File: src/rtl/pc_fetch_if.sv
// Fetch-stage bundle: control/branch inputs, memory data in,
// fetch address and IF/ID register contents out.
interface pc_fetch_if #(
  parameter int tam = 8
);
  logic           inStall;
  logic           inBranchTaken;
  logic [tam-1:0] inBranchTarget;
  logic [tam-1:0] inInstruction;
  logic [tam-1:0] outPC;
  logic [tam-1:0] outIFID_Instr;
  logic [tam-1:0] outIFID_PC;
  logic           outIFID_Valid;
  logic           outHalted;

  modport master (
    input  inStall,
    input  inBranchTaken,
    input  inBranchTarget,
    input  inInstruction,
    output outPC,
    output outIFID_Instr,
    output outIFID_PC,
    output outIFID_Valid,
    output outHalted
  );

  modport slave (
    output inStall,
    output inBranchTaken,
    output inBranchTarget,
    output inInstruction,
    input  outPC,
    input  outIFID_Instr,
    input  outIFID_PC,
    input  outIFID_Valid,
    input  outHalted
  );
endinterface

File: src/rtl/pc_fetch_stage.sv
// Instruction fetch: PC register, IF/ID register and halt tracking
// with stall, branch redirect (one bubble) and end-of-program halt.
module pc_fetch_stage #(
  parameter int tam       = 8,
  parameter int LAST_ADDR = 5
) (
  input  logic      clk,
  input  logic      reset_n,
  pc_fetch_if.master bus
);

  typedef struct packed {
    logic [tam-1:0] instr;
    logic [tam-1:0] pc;
    logic           valid;
  } if_id_t;

  localparam logic [0:0] RUN  = 1'b0;
  localparam logic [0:0] HALT = 1'b1;

  localparam logic [tam-1:0] LAST = tam'(LAST_ADDR);

  logic [tam-1:0] pc_q;
  logic [tam-1:0] pc_d;
  if_id_t         ifid_q;
  if_id_t         ifid_d;
  logic [0:0]     state_q;
  logic [0:0]     state_d;

  logic tgt_bad;
  logic halted;
  logic at_last;
  logic sel_br_ok;
  logic sel_br_bad;
  logic sel_stall;
  logic sel_halt;
  logic sel_last;
  logic sel_next;

  assign tgt_bad = bus.inBranchTarget > LAST;
  assign halted  = state_q == HALT;
  assign at_last = pc_q == LAST;

  // One-hot decode of the edge priority list
  assign sel_br_ok  = bus.inBranchTaken & ~tgt_bad;
  assign sel_br_bad = bus.inBranchTaken & tgt_bad;
  assign sel_stall  = ~bus.inBranchTaken & bus.inStall;
  assign sel_halt   = ~bus.inBranchTaken & ~bus.inStall
                    & halted;
  assign sel_last   = ~bus.inBranchTaken & ~bus.inStall
                    & ~halted & at_last;
  assign sel_next   = ~bus.inBranchTaken & ~bus.inStall
                    & ~halted & ~at_last;

  always_comb begin
    pc_d    = pc_q;
    ifid_d  = ifid_q;
    state_d = state_q;
    unique case (1'b1)
      sel_br_ok: begin
        pc_d         = bus.inBranchTarget;
        ifid_d.valid = 1'b0;
        state_d      = RUN;
      end
      sel_br_bad: begin
        ifid_d.valid = 1'b0;
        state_d      = HALT;
      end
      sel_stall: begin
        pc_d = pc_q;
      end
      sel_halt: begin
        ifid_d.valid = 1'b0;
      end
      sel_last: begin
        ifid_d.instr = bus.inInstruction;
        ifid_d.pc    = pc_q;
        ifid_d.valid = 1'b1;
        state_d      = HALT;
      end
      sel_next: begin
        ifid_d.instr = bus.inInstruction;
        ifid_d.pc    = pc_q;
        ifid_d.valid = 1'b1;
        pc_d         = pc_q + tam'(1);
      end
      default: begin
        pc_d = pc_q;
      end
    endcase
  end

  always_ff @(posedge clk or negedge reset_n) begin
    if (!reset_n) begin
      pc_q    <= '0;
      ifid_q  <= '0;
      state_q <= RUN;
    end else begin
      pc_q    <= pc_d;
      ifid_q  <= ifid_d;
      state_q <= state_d;
    end
  end

  assign bus.outPC         = pc_q;
  assign bus.outIFID_Instr = ifid_q.instr;
  assign bus.outIFID_PC    = ifid_q.pc;
  assign bus.outIFID_Valid = ifid_q.valid;
  assign bus.outHalted     = halted;

endmodule

File: src/flat_wrapper.sv
// flat-port wrapper written by rule: the top's interface ports become plain ports
module pc_fetch_stage_flat 
#(
  parameter int tam       = 8,
  parameter int LAST_ADDR = 5
)
  (clk, reset_n, bus_inStall, bus_inBranchTaken, bus_inBranchTarget, bus_inInstruction, bus_outPC, bus_outIFID_Instr, bus_outIFID_PC, bus_outIFID_Valid, bus_outHalted);
  pc_fetch_if #(.tam(tam)) bus_i ();
  input  logic clk;
  input  logic reset_n;
  input wire logic [$bits(bus_i.inStall)-1:0] bus_inStall;
  input wire logic [$bits(bus_i.inBranchTaken)-1:0] bus_inBranchTaken;
  input wire logic [$bits(bus_i.inBranchTarget)-1:0] bus_inBranchTarget;
  input wire logic [$bits(bus_i.inInstruction)-1:0] bus_inInstruction;
  output wire logic [$bits(bus_i.outPC)-1:0] bus_outPC;
  output wire logic [$bits(bus_i.outIFID_Instr)-1:0] bus_outIFID_Instr;
  output wire logic [$bits(bus_i.outIFID_PC)-1:0] bus_outIFID_PC;
  output wire logic [$bits(bus_i.outIFID_Valid)-1:0] bus_outIFID_Valid;
  output wire logic [$bits(bus_i.outHalted)-1:0] bus_outHalted;
  assign bus_i.inStall = bus_inStall;
  assign bus_i.inBranchTaken = bus_inBranchTaken;
  assign bus_i.inBranchTarget = bus_inBranchTarget;
  assign bus_i.inInstruction = bus_inInstruction;
  assign bus_outPC = bus_i.outPC;
  assign bus_outIFID_Instr = bus_i.outIFID_Instr;
  assign bus_outIFID_PC = bus_i.outIFID_PC;
  assign bus_outIFID_Valid = bus_i.outIFID_Valid;
  assign bus_outHalted = bus_i.outHalted;
  pc_fetch_stage #(.tam(tam), .LAST_ADDR(LAST_ADDR)) u_core (.clk(clk), .reset_n(reset_n), .bus(bus_i));
endmodule
File: config.mk
export PLATFORM = sky130hd
export DESIGN_NAME = pc_fetch_stage_flat
export DESIGN_NICKNAME = d
export VERILOG_FILES = /design/src/rtl/pc_fetch_if.sv /design/src/rtl/pc_fetch_stage.sv /design/src/flat_wrapper.sv
export SDC_FILE = /design/constraint.sdc
export NUM_CORES = 1
export LEC_CHECK = 0
export ABC_AREA = 1
export CAP_MARGIN = 20
export CORE_MARGIN = 5
export CORE_UTILIZATION = 43
export DETAILED_ROUTE_END_ITERATION = 8
export PLACE_DENSITY = 0.84
export REMOVE_ABC_BUFFERS = 1
export SYNTH_ARGS = -nofsm -noshare
export SYNTH_HDL_FRONTEND = slang
export SYNTH_SLANG_ARGS = --single-unit
File: constraint.sdc
create_clock -name clk -period 1.4 [get_ports clk]
set_input_delay 0.28 -clock clk [delete_from_list [all_inputs] [get_ports clk]]
set_output_delay 0.28 -clock clk [all_outputs]
set_load 0.005 [all_outputs]
; After elaboration in Yosys (flattened, before gate mapping)
; Index checks and enable logic that the tools add are counted.
[totals]
elab_cells = 29
regBits = 26
out_inout_bits = 26
[classes]
mux = 3
order_cmp = 1
bitwise_logic = 12
add_sub_neg = 1
n_eq_ne = 1
n_reduce_logical = 6
[op_table]
columns = op, count
row1 = $pmux W8 S2, 1
row2 = $add A8 B1 Y8 const B, 1
row3 = $eq A8 B3 Y1 const B, 1
row4 = $gt A8 B3 Y1 const B, 1
row5 = $and A1 B1 Y1, 7
row6 = $reduce_bool A2 Y1, 3
row7 = $not A1 Y1, 5
row8 = $pmux W1 S2, 2
row9 = $reduce_or A2 Y1, 2
row10 = $reduce_or A3 Y1, 1

; Longest topological paths before layout
; Gate-level depths: netlist of the first run.
[depth]
depth_word = 6
mapped_depth = 8
depth_no_buf = 8

; Worst setup path after synthesis of the first run
; OpenSTA, ideal clock, no wires.
[synth_path]
path_type = register to register
startpoint = register u_core.pc_q[0], in the netlist u_core.bus.outPC[0]
endpoint = register u_core.pc_q[0], in the netlist u_core.bus.outPC[0]
stages_incl_launch_ff = 8
path_buffers = 0
path_slack_ps = 126
period_less_slack_ps = 1274
t_arrival_ps = 1161
cell_sequence = dfrtp_1 -> ha_1 -> nand3_2 -> nor2_2 -> nor2_2 -> nand2_1 -> nand2_1 -> inv_1
[synth_between]
elab_chain_len = 4
[synth_lines]
columns = item, line_no
row1 = start: declaration, pc_fetch_stage.sv:23  ; logic [tam-1:0] pc_q;
row2 = start signal: assignment, pc_fetch_stage.sv:99  ; pc_q <= pc_d;
row3 = "parallel branches: the longest is 4 deep, another holds $add A8 B1 Y8", -
; Several ways; the timed one is not identified.
; A chain may end at the register's enable or synchronous reset.

; Worst setup path after layout of the first run
[layout_path]
startpoint = register u_core.pc_q[1], in the netlist u_core.bus.outPC[1]
endpoint = output port bus_outPC[1]
[layout_rtl]
columns = item, line_no
row1 = end: declaration, flat_wrapper.sv:15  ; output wire logic [$bits(bus_i.outPC)-1:0] bus_outPC;
; No word-level cell between the ends.

==> out/summary.log, run 1 <==
[status] run status finished with violations
[status] violated checks negative setup slack
[cells_and_area] final antenna diode count 0
[global_route] overall global routing resource usage 0.157
[sta] Final Max Slew Viols 0
[die] Die W 63.6 µm
[route] Antenna Violating Nets Remaining 0
[clock_tree] TritonCTS sink count 26
[placement] Final HPWL DP 2360 µm
[synth] biggest area consumer among synthesized cells sky130_fd_sc_hd__dfrtp_1
[global_route] largest net degree at the start of global routing 27
[synth] dominant combinational cell family by area after synthesis simple AND/OR/NAND/NOR gates
[synth] Post-Synthesis Mean Instance Area 8.02 µm²
[synth] multiplexer area fraction after synthesis 0
[pwr] leakage power figure 1.12 nW
[synth] Yosys top cell area share 0.527
[global_route] vias in the first global route 1256
[sta] RSZ-0062 raised after global routing yes
[clock_tree] CTS buffer count 3
[worst_setup_path] data arrival time of the critical path 1.12 ns
[sta] final critical-path setup slack -0.00473 ns
[sta] Finish-stage setup viols 1
[clock_tree] Max Root-Sink Buffers 2
[cells_and_area] most used cells in the layout excluding fill and tap cells sky130_fd_sc_hd__nand2_1, sky130_fd_sc_hd__dlygate4sd2_1, sky130_fd_sc_hd__buf_4, sky130_fd_sc_hd__dfrtp_1, sky130_fd_sc_hd__clkdlybuf4s50_1
[sta] slew of the pin with the lowest slew margin 0.328 ns
[placement] total instance count after detailed placement 238
[worst_setup_path] internal reg-to-reg setup slack 0.01 ns
[worst_setup_path] cell-by-cell trace of the critical path buf_4 -> dlygate4sd2_1
[sta] final worst path period share 1.00
[synth] sequential area share after synthesis 0.527
[worst_setup_path] Worst R2R Path Depth 8
[route] average detailed-routed wire length per instance 12.7 µm
[cells_and_area] Layout Cells excl Fill 258
[route] post-DR vias/cell 4.98
[sta] fin crit period 1.40 ns
[clock_tree] CTS clock-pin slew for the worst setup and hold paths 0.13 ns
[worst_setup_path] Reg2Reg Launch Point u_core.bus.outPC[1]
[die] placeable core area 2760 µm²
[worst_setup_path] Crit. End Element output port
[cells_and_area] final design utilization 0.714
[cells_and_area] Nets 251
[placement] number of I/O port buffers 45
[worst_setup_path] Critical Path Start Type flop
[global_route] initial antenna violation count 0
[sta] Final Hold Fails 0
[clock_tree] number of H-tree levels 1
[synth] FF+latch count, synth 26
[placement] routability cong. 0.811
[placement] Area after DPL 1790 µm²
[worst_setup_path] class of the most critical setup path flop to output port
[route] routed vias 1284
[synth] share of synthesized cell area in full adder, half adder and majority cells 0.0203
[clock_tree] clk root buf sky130_fd_sc_hd__clkbuf_4
[synth] warnings from Yosys 0
[die] floorplan die area 4040 µm²
[die] Placement Rows 19
[clock_tree] TritonCTS clock tree yes
[die] Initial Utilization 0.448
[route] drt first-iter violations 77
[route] Detailed Route WL 3270 µm
[synth] cells after synthesis 154
[synth] post-synthesis share of cell area spent on xor and xnor gates 0.0355
[worst_setup_path] maximum fanout count along the critical path 4
[worst_setup_path] critical path's largest stage delay 0.41 ns
[global_route] first-pass GRT wire length 5330 µm
[die] Die Ht 63.6 µm
[clock_tree] clk_lat worst skew 0.30 ns
[sta] headroom to the max-slew limit 0.781
[worst_setup_path] Required @ worst endpoint 1.12 ns
[worst_setup_path] critical-path cell with the highest stage delay sky130_fd_sc_hd__dfrtp_1
[cells_and_area] fraction of final layout cells with drive strength greater than 1 0.207
[worst_setup_path] R2R Path End u_core.bus.outPC[0]
[pwr] power density over the cells 908 nW/µm²
[run] # Max-Cap Violations 0
[route] number of DRC violations after detailed routing 0
[pwr] maximum vdd ir drop 0.632 mV
[worst_hold_path] type of the worst min-delay path primary input to asynchronous set/reset pin
[synth] Simple-Gate Fraction of Synth Area 0.332
[cells_and_area] area growth from synthesis to final layout 59.4%
[global_route] GR Overflow Total 0
[synth] synth unique cells 14
[sta] Max Clock Freq 712 MHz
[placement] dpl ws -0.116 ns
[route] Detailed Routing Iterations Pass 1 5
[die] I/O pins 46
[cells_and_area] post-route cell area 1970 µm²
[synth] synthesized area 1230 µm²
[sta] Worst Skew 0.00171 ns
[synth] largest cells by area after synthesis sky130_fd_sc_hd__dfrtp_1, sky130_fd_sc_hd__nand2_1, sky130_fd_sc_hd__nand3_1
[cells_and_area] commonest non-fill, non-tap cell in the layout sky130_fd_sc_hd__nand2_1
[synth] Synth Area in Compound Gates 0.0334
==> flip-flops by register name, indices dropped and copies added, names as in the netlist <==
signal	count
u_core.bus.outIFID_Valid	1
u_core.bus.outIFID_Instr	8
u_core.bus.outPC	8
u_core.bus.outIFID_PC	8
u_core.bus.outHalted	1
==> repair_timing <==
action | in CTS | in global routing
pin swaps | 2 | 9
resized for setup | 28 | 15
endpoints found under the setup margin | 26 | 10
hold buffers | 0 | 0
setup buffers | 16 | 1
==> how the worst max path moves through the flow <==
stage | from | end | depth (start not counted) | slack [ns]
2_1_floorplan | u_core.bus.outHalted | u_core.bus.outPC[2] | 6 | -0.03
5_1_grt | u_core.bus.outPC[1] | u_core.bus.outPC[0] | 8 | -0.06
6_report | u_core.bus.outPC[1] | bus_outPC[1] | 2 | -0.005
3_3_place_gp | bus_inBranchTaken | u_core.bus.outPC[0] | 8 | -0.06
4_1_cts | u_core.bus.outPC[1] | u_core.bus.outPC[1] | 9 | -0.08
3_5_place_dp | bus_inBranchTaken | u_core.bus.outPC[0] | 8 | -0.12
==> synthesized netlist by cell type <==
cell type                 instances
sky130_fd_sc_hd__o21ai_0          5
sky130_fd_sc_hd__nand3_2          1
sky130_fd_sc_hd__o21ai_4          1
sky130_fd_sc_hd__inv_2            1
sky130_fd_sc_hd__nor2_1           7
sky130_fd_sc_hd__nand2_1         70
sky130_fd_sc_hd__nand2_2          2
sky130_fd_sc_hd__nor2_2           3
sky130_fd_sc_hd__nand3_1         16
sky130_fd_sc_hd__xor2_1           5
sky130_fd_sc_hd__inv_1           12
sky130_fd_sc_hd__ha_1             2
sky130_fd_sc_hd__dfrtp_1         26
sky130_fd_sc_hd__buf_2            3
==> logic make-up (layout without fill, tap and decap cells) <==
kind of cell,count (synthesis),after routing
AO/OA/AOI/OAI,6,6
XOR/XNOR,5,5
adder cells (fa/ha/maj),2,2
buffers and inverters,16,89
flip-flops,26,26
AND/OR/NAND/NOR,99,99
==> critical path, delay by kind of cell, from the launching register on <==
| kind | cells | cell delay (ns) |
|---|---|---|
| buffers and inverters | 2 | 0.41 |
| DFF | 1 | 0.41 |
==> final cells by class <==
type | instances | area, µm²
inverter | 13 | 51.3
tap | 31 | 38.8
timing repair buffer | 73 | 641
fill | 213 | 790
multi-input combinational | 112 | 563
sequential | 26 | 652
clock buffer | 3 | 22.5
==> per-stage QoR <==
stage	power [mW]	setup TNS, ns	hold WS (ns)
final	1.79	-0.00473	0.339
after global routing	1.90	-0.376	0.348
after CTS	1.72	-0.347	0.340
after detailed placement	1.40	-1.60	0.464
after global placement	1.38	-0.859	0.461
after floorplan	1.06	-0.159	-0.0156
==> report_power, final <==
group          switching, mW  total [mW]  internal [mW]
clock network          0.198       0.298          0.100
registers             0.0457       0.883          0.837
logic                  0.257       0.605          0.348
==> metal layers <==
layer  vias up  track usage  routed length [µm]
met5         -            0                   0
met4         0       0.0338                  74
met3        10       0.0480                 247
met2        53        0.275                1570
met1       595        0.186                1370
li1        626            -                   -
No activity file was read; power rests on OpenSTA's default activity.
==> run 2: changes to the inputs <==
Settings changed: CORE_MARGIN 5 to unset.
==> out/summary.log, run 2 (same netlist as run 1, synthesis figures left out) <==
[die] placeable core area 2730 µm²
[status] run status finished clean
[placement] routability cong. 0.856
[worst_setup_path] Required @ worst endpoint 1.65 ns
[die] I/O pins 46
[worst_hold_path] type of the worst min-delay path primary input to asynchronous set/reset pin
[sta] RSZ-0062 raised after global routing yes
[global_route] vias in the first global route 1197
[pwr] maximum vdd ir drop 0.638 mV
[global_route] initial antenna violation count 0
[worst_setup_path] maximum fanout count along the critical path 8
[route] number of DRC violations after detailed routing 0
[sta] Final Max Slew Viols 0
[worst_setup_path] data arrival time of the critical path 1.65 ns
[placement] Final HPWL DP 2120 µm
[worst_setup_path] Critical Path Start Type flop
[clock_tree] number of H-tree levels 1
[die] Placement Rows 19
[die] Initial Utilization 0.452
[pwr] power density over the cells 933 nW/µm²
[route] Antenna Violating Nets Remaining 0
[pwr] power dissipated by switching net loads 0.536 mW
[route] Detailed Route WL 3370 µm
[sta] slew of the pin with the lowest slew margin 0.347 ns
[cells_and_area] fraction of final layout cells with drive strength greater than 1 0.236
[die] Die W 55.6 µm
[die] floorplan die area 3090 µm²
[run] # Max-Cap Violations 0
[route] average detailed-routed wire length per instance 13.0 µm
[pwr] Sw Ratio 0.289
[route] Detailed Routing Iterations Pass 1 4
[pwr] Flop pwr share 0.476
[cells_and_area] final antenna diode count 0
[sta] Max Clock Freq 715 MHz
[pwr] clock share of power 0.215
[cells_and_area] Layout Cells excl Fill 260
[route] routed vias 1289
[clock_tree] CTS clock-pin slew for the worst setup and hold paths 0.15 ns
[sta] Worst Skew 0.00423 ns
[global_route] overall global routing resource usage 0.225
[global_route] GR Overflow Total 0
[cells_and_area] Nets 252
[sta] fin crit period 1.40 ns
[route] post-DR vias/cell 4.96
[cells_and_area] area growth from synthesis to final layout 61.2%
[die] Die Ht 55.6 µm
[route] drt first-iter violations 49
[global_route] first-pass GRT wire length 5490 µm
[cells_and_area] fill cell total of the finished layout 215
[pwr] design internal power 1.32 mW
[clock_tree] TritonCTS sink count 26
[worst_setup_path] class of the most critical setup path flop to flop
[pwr] portion of total power attributed to combinational logic 0.309
[clock_tree] CTS buffer count 3
[clock_tree] clk_lat worst skew 0.33 ns
[sta] Finish-stage setup viols 0
[worst_setup_path] Crit. End Element flop
[cells_and_area] most used cells in the layout excluding fill and tap cells sky130_fd_sc_hd__nand2_1, sky130_fd_sc_hd__buf_4, sky130_fd_sc_hd__dlygate4sd2_1, sky130_fd_sc_hd__dfrtp_1, sky130_fd_sc_hd__clkdlybuf4s50_1
[pwr] total design power 1.86 mW
[cells_and_area] final design utilization 0.728
[clock_tree] clk root buf sky130_fd_sc_hd__clkbuf_4
[placement] total instance count after detailed placement 238
[placement] number of I/O port buffers 45
[pwr] leakage power figure 1.12 nW
[global_route] largest net degree at the start of global routing 27
[sta] Final Hold Fails 0
[sta] headroom to the max-slew limit 0.769
[cells_and_area] commonest non-fill, non-tap cell in the layout sky130_fd_sc_hd__nand2_1
[clock_tree] Max Root-Sink Buffers 2
[clock_tree] TritonCTS clock tree yes
[sta] final worst path period share 0.999
[run 2: cell count changes in the layout (fill, tap and decap cells not counted), sizes merged]
cell	before	now
clkdlybuf4s15	1	0
clkbuf	3	5
buf	28	29
[run 2: power groups by stage]
stage / sequential, mW / clock, mW / combinational [mW]
floorplan: 0.928 / 0 / 0.135
global placement: 0.917 / 0 / 0.430
detailed placement: 0.921 / 0 / 0.445
CTS: 0.880 / 0.403 / 0.505
global route: 0.897 / 0.445 / 0.619
finish: 0.884 / 0.399 / 0.573
[run 2: metal layers]
metal  GRT usage  vias to the layer above  share of wire
li1            -                      625              -
met1       0.283                      601           0.41
met2       0.403                       58           0.51
met3      0.0326                        5          0.068
met4      0.0643                        0          0.012
met5           0                        -              0
[run 2: layout make-up]
class	count	area, µm²	share of cell area
repair buffers	74	639	0.321
multi-input cells	112	571	0.287
flip-flops and latches	26	654	0.329
well taps	31	38.8	0.0195
inverters	13	51.3	0.0258
clock buffers	4	36.3	0.0182
[run 2: per-stage QoR]
stage               setup WS (ns)  setup TNS (ns)  area (µm²)  hold WS [ns]
floorplan                 -0.0338          -0.159        1220       -0.0156
global placement           -0.120          -0.825        1790         0.458
detailed placement         -0.140           -2.19        1790         0.465
CTS                       -0.0312         -0.0312        1950         0.312
global route              -0.0559          -0.145        1990         0.319
finish                    0.00119               0        1990         0.297
[run 2: worst paths after layout]
kind                            slack, ns                           to  cells after the start                   startpoint
worst max-delay path                0.001          u_core.bus.outPC[0]                      8          u_core.bus.outPC[1]
worst min-delay path                 0.30  u_core.bus.outIFID_Instr[5]                      2                      reset_n
worst max register to register      0.001          u_core.bus.outPC[0]                      8          u_core.bus.outPC[1]
worst min register to register       0.49  u_core.bus.outIFID_Instr[6]                      2  u_core.bus.outIFID_Instr[6]
max in group asynchronous            0.82          u_core.bus.outPC[6]                      2                      reset_n
min in group clk                     0.47  u_core.bus.outIFID_Instr[7]                      3         bus_inInstruction[7]
[run 2: what timing repair did]
item	4_1_cts	5_1_grt
pin swaps	2	5
hold buffers	0	0
buffers inserted	18	1
cloned	0	0
resized for setup	34	13
endpoints found under the setup margin	31	8
hold endpoints to repair	0	0
[run 2: critical path: stages (launching register included)]
cell	delay, ns
sky130_fd_sc_hd__dfrtp_1	0.42
sky130_fd_sc_hd__buf_6	0.13
sky130_fd_sc_hd__inv_4	0.06
sky130_fd_sc_hd__ha_4	0.14
sky130_fd_sc_hd__nand3_4	0.10
sky130_fd_sc_hd__o21ai_4	0.28
sky130_fd_sc_hd__nand3_2	0.08
sky130_fd_sc_hd__nand2_1	0.07
sky130_fd_sc_hd__inv_1	0.04
==> run 3: changes to the inputs <==
Settings changed: CAP_MARGIN 20 to unset.
==> results of run 3 <==
The final DEF is identical to that of run 2; final timing and power are the same.
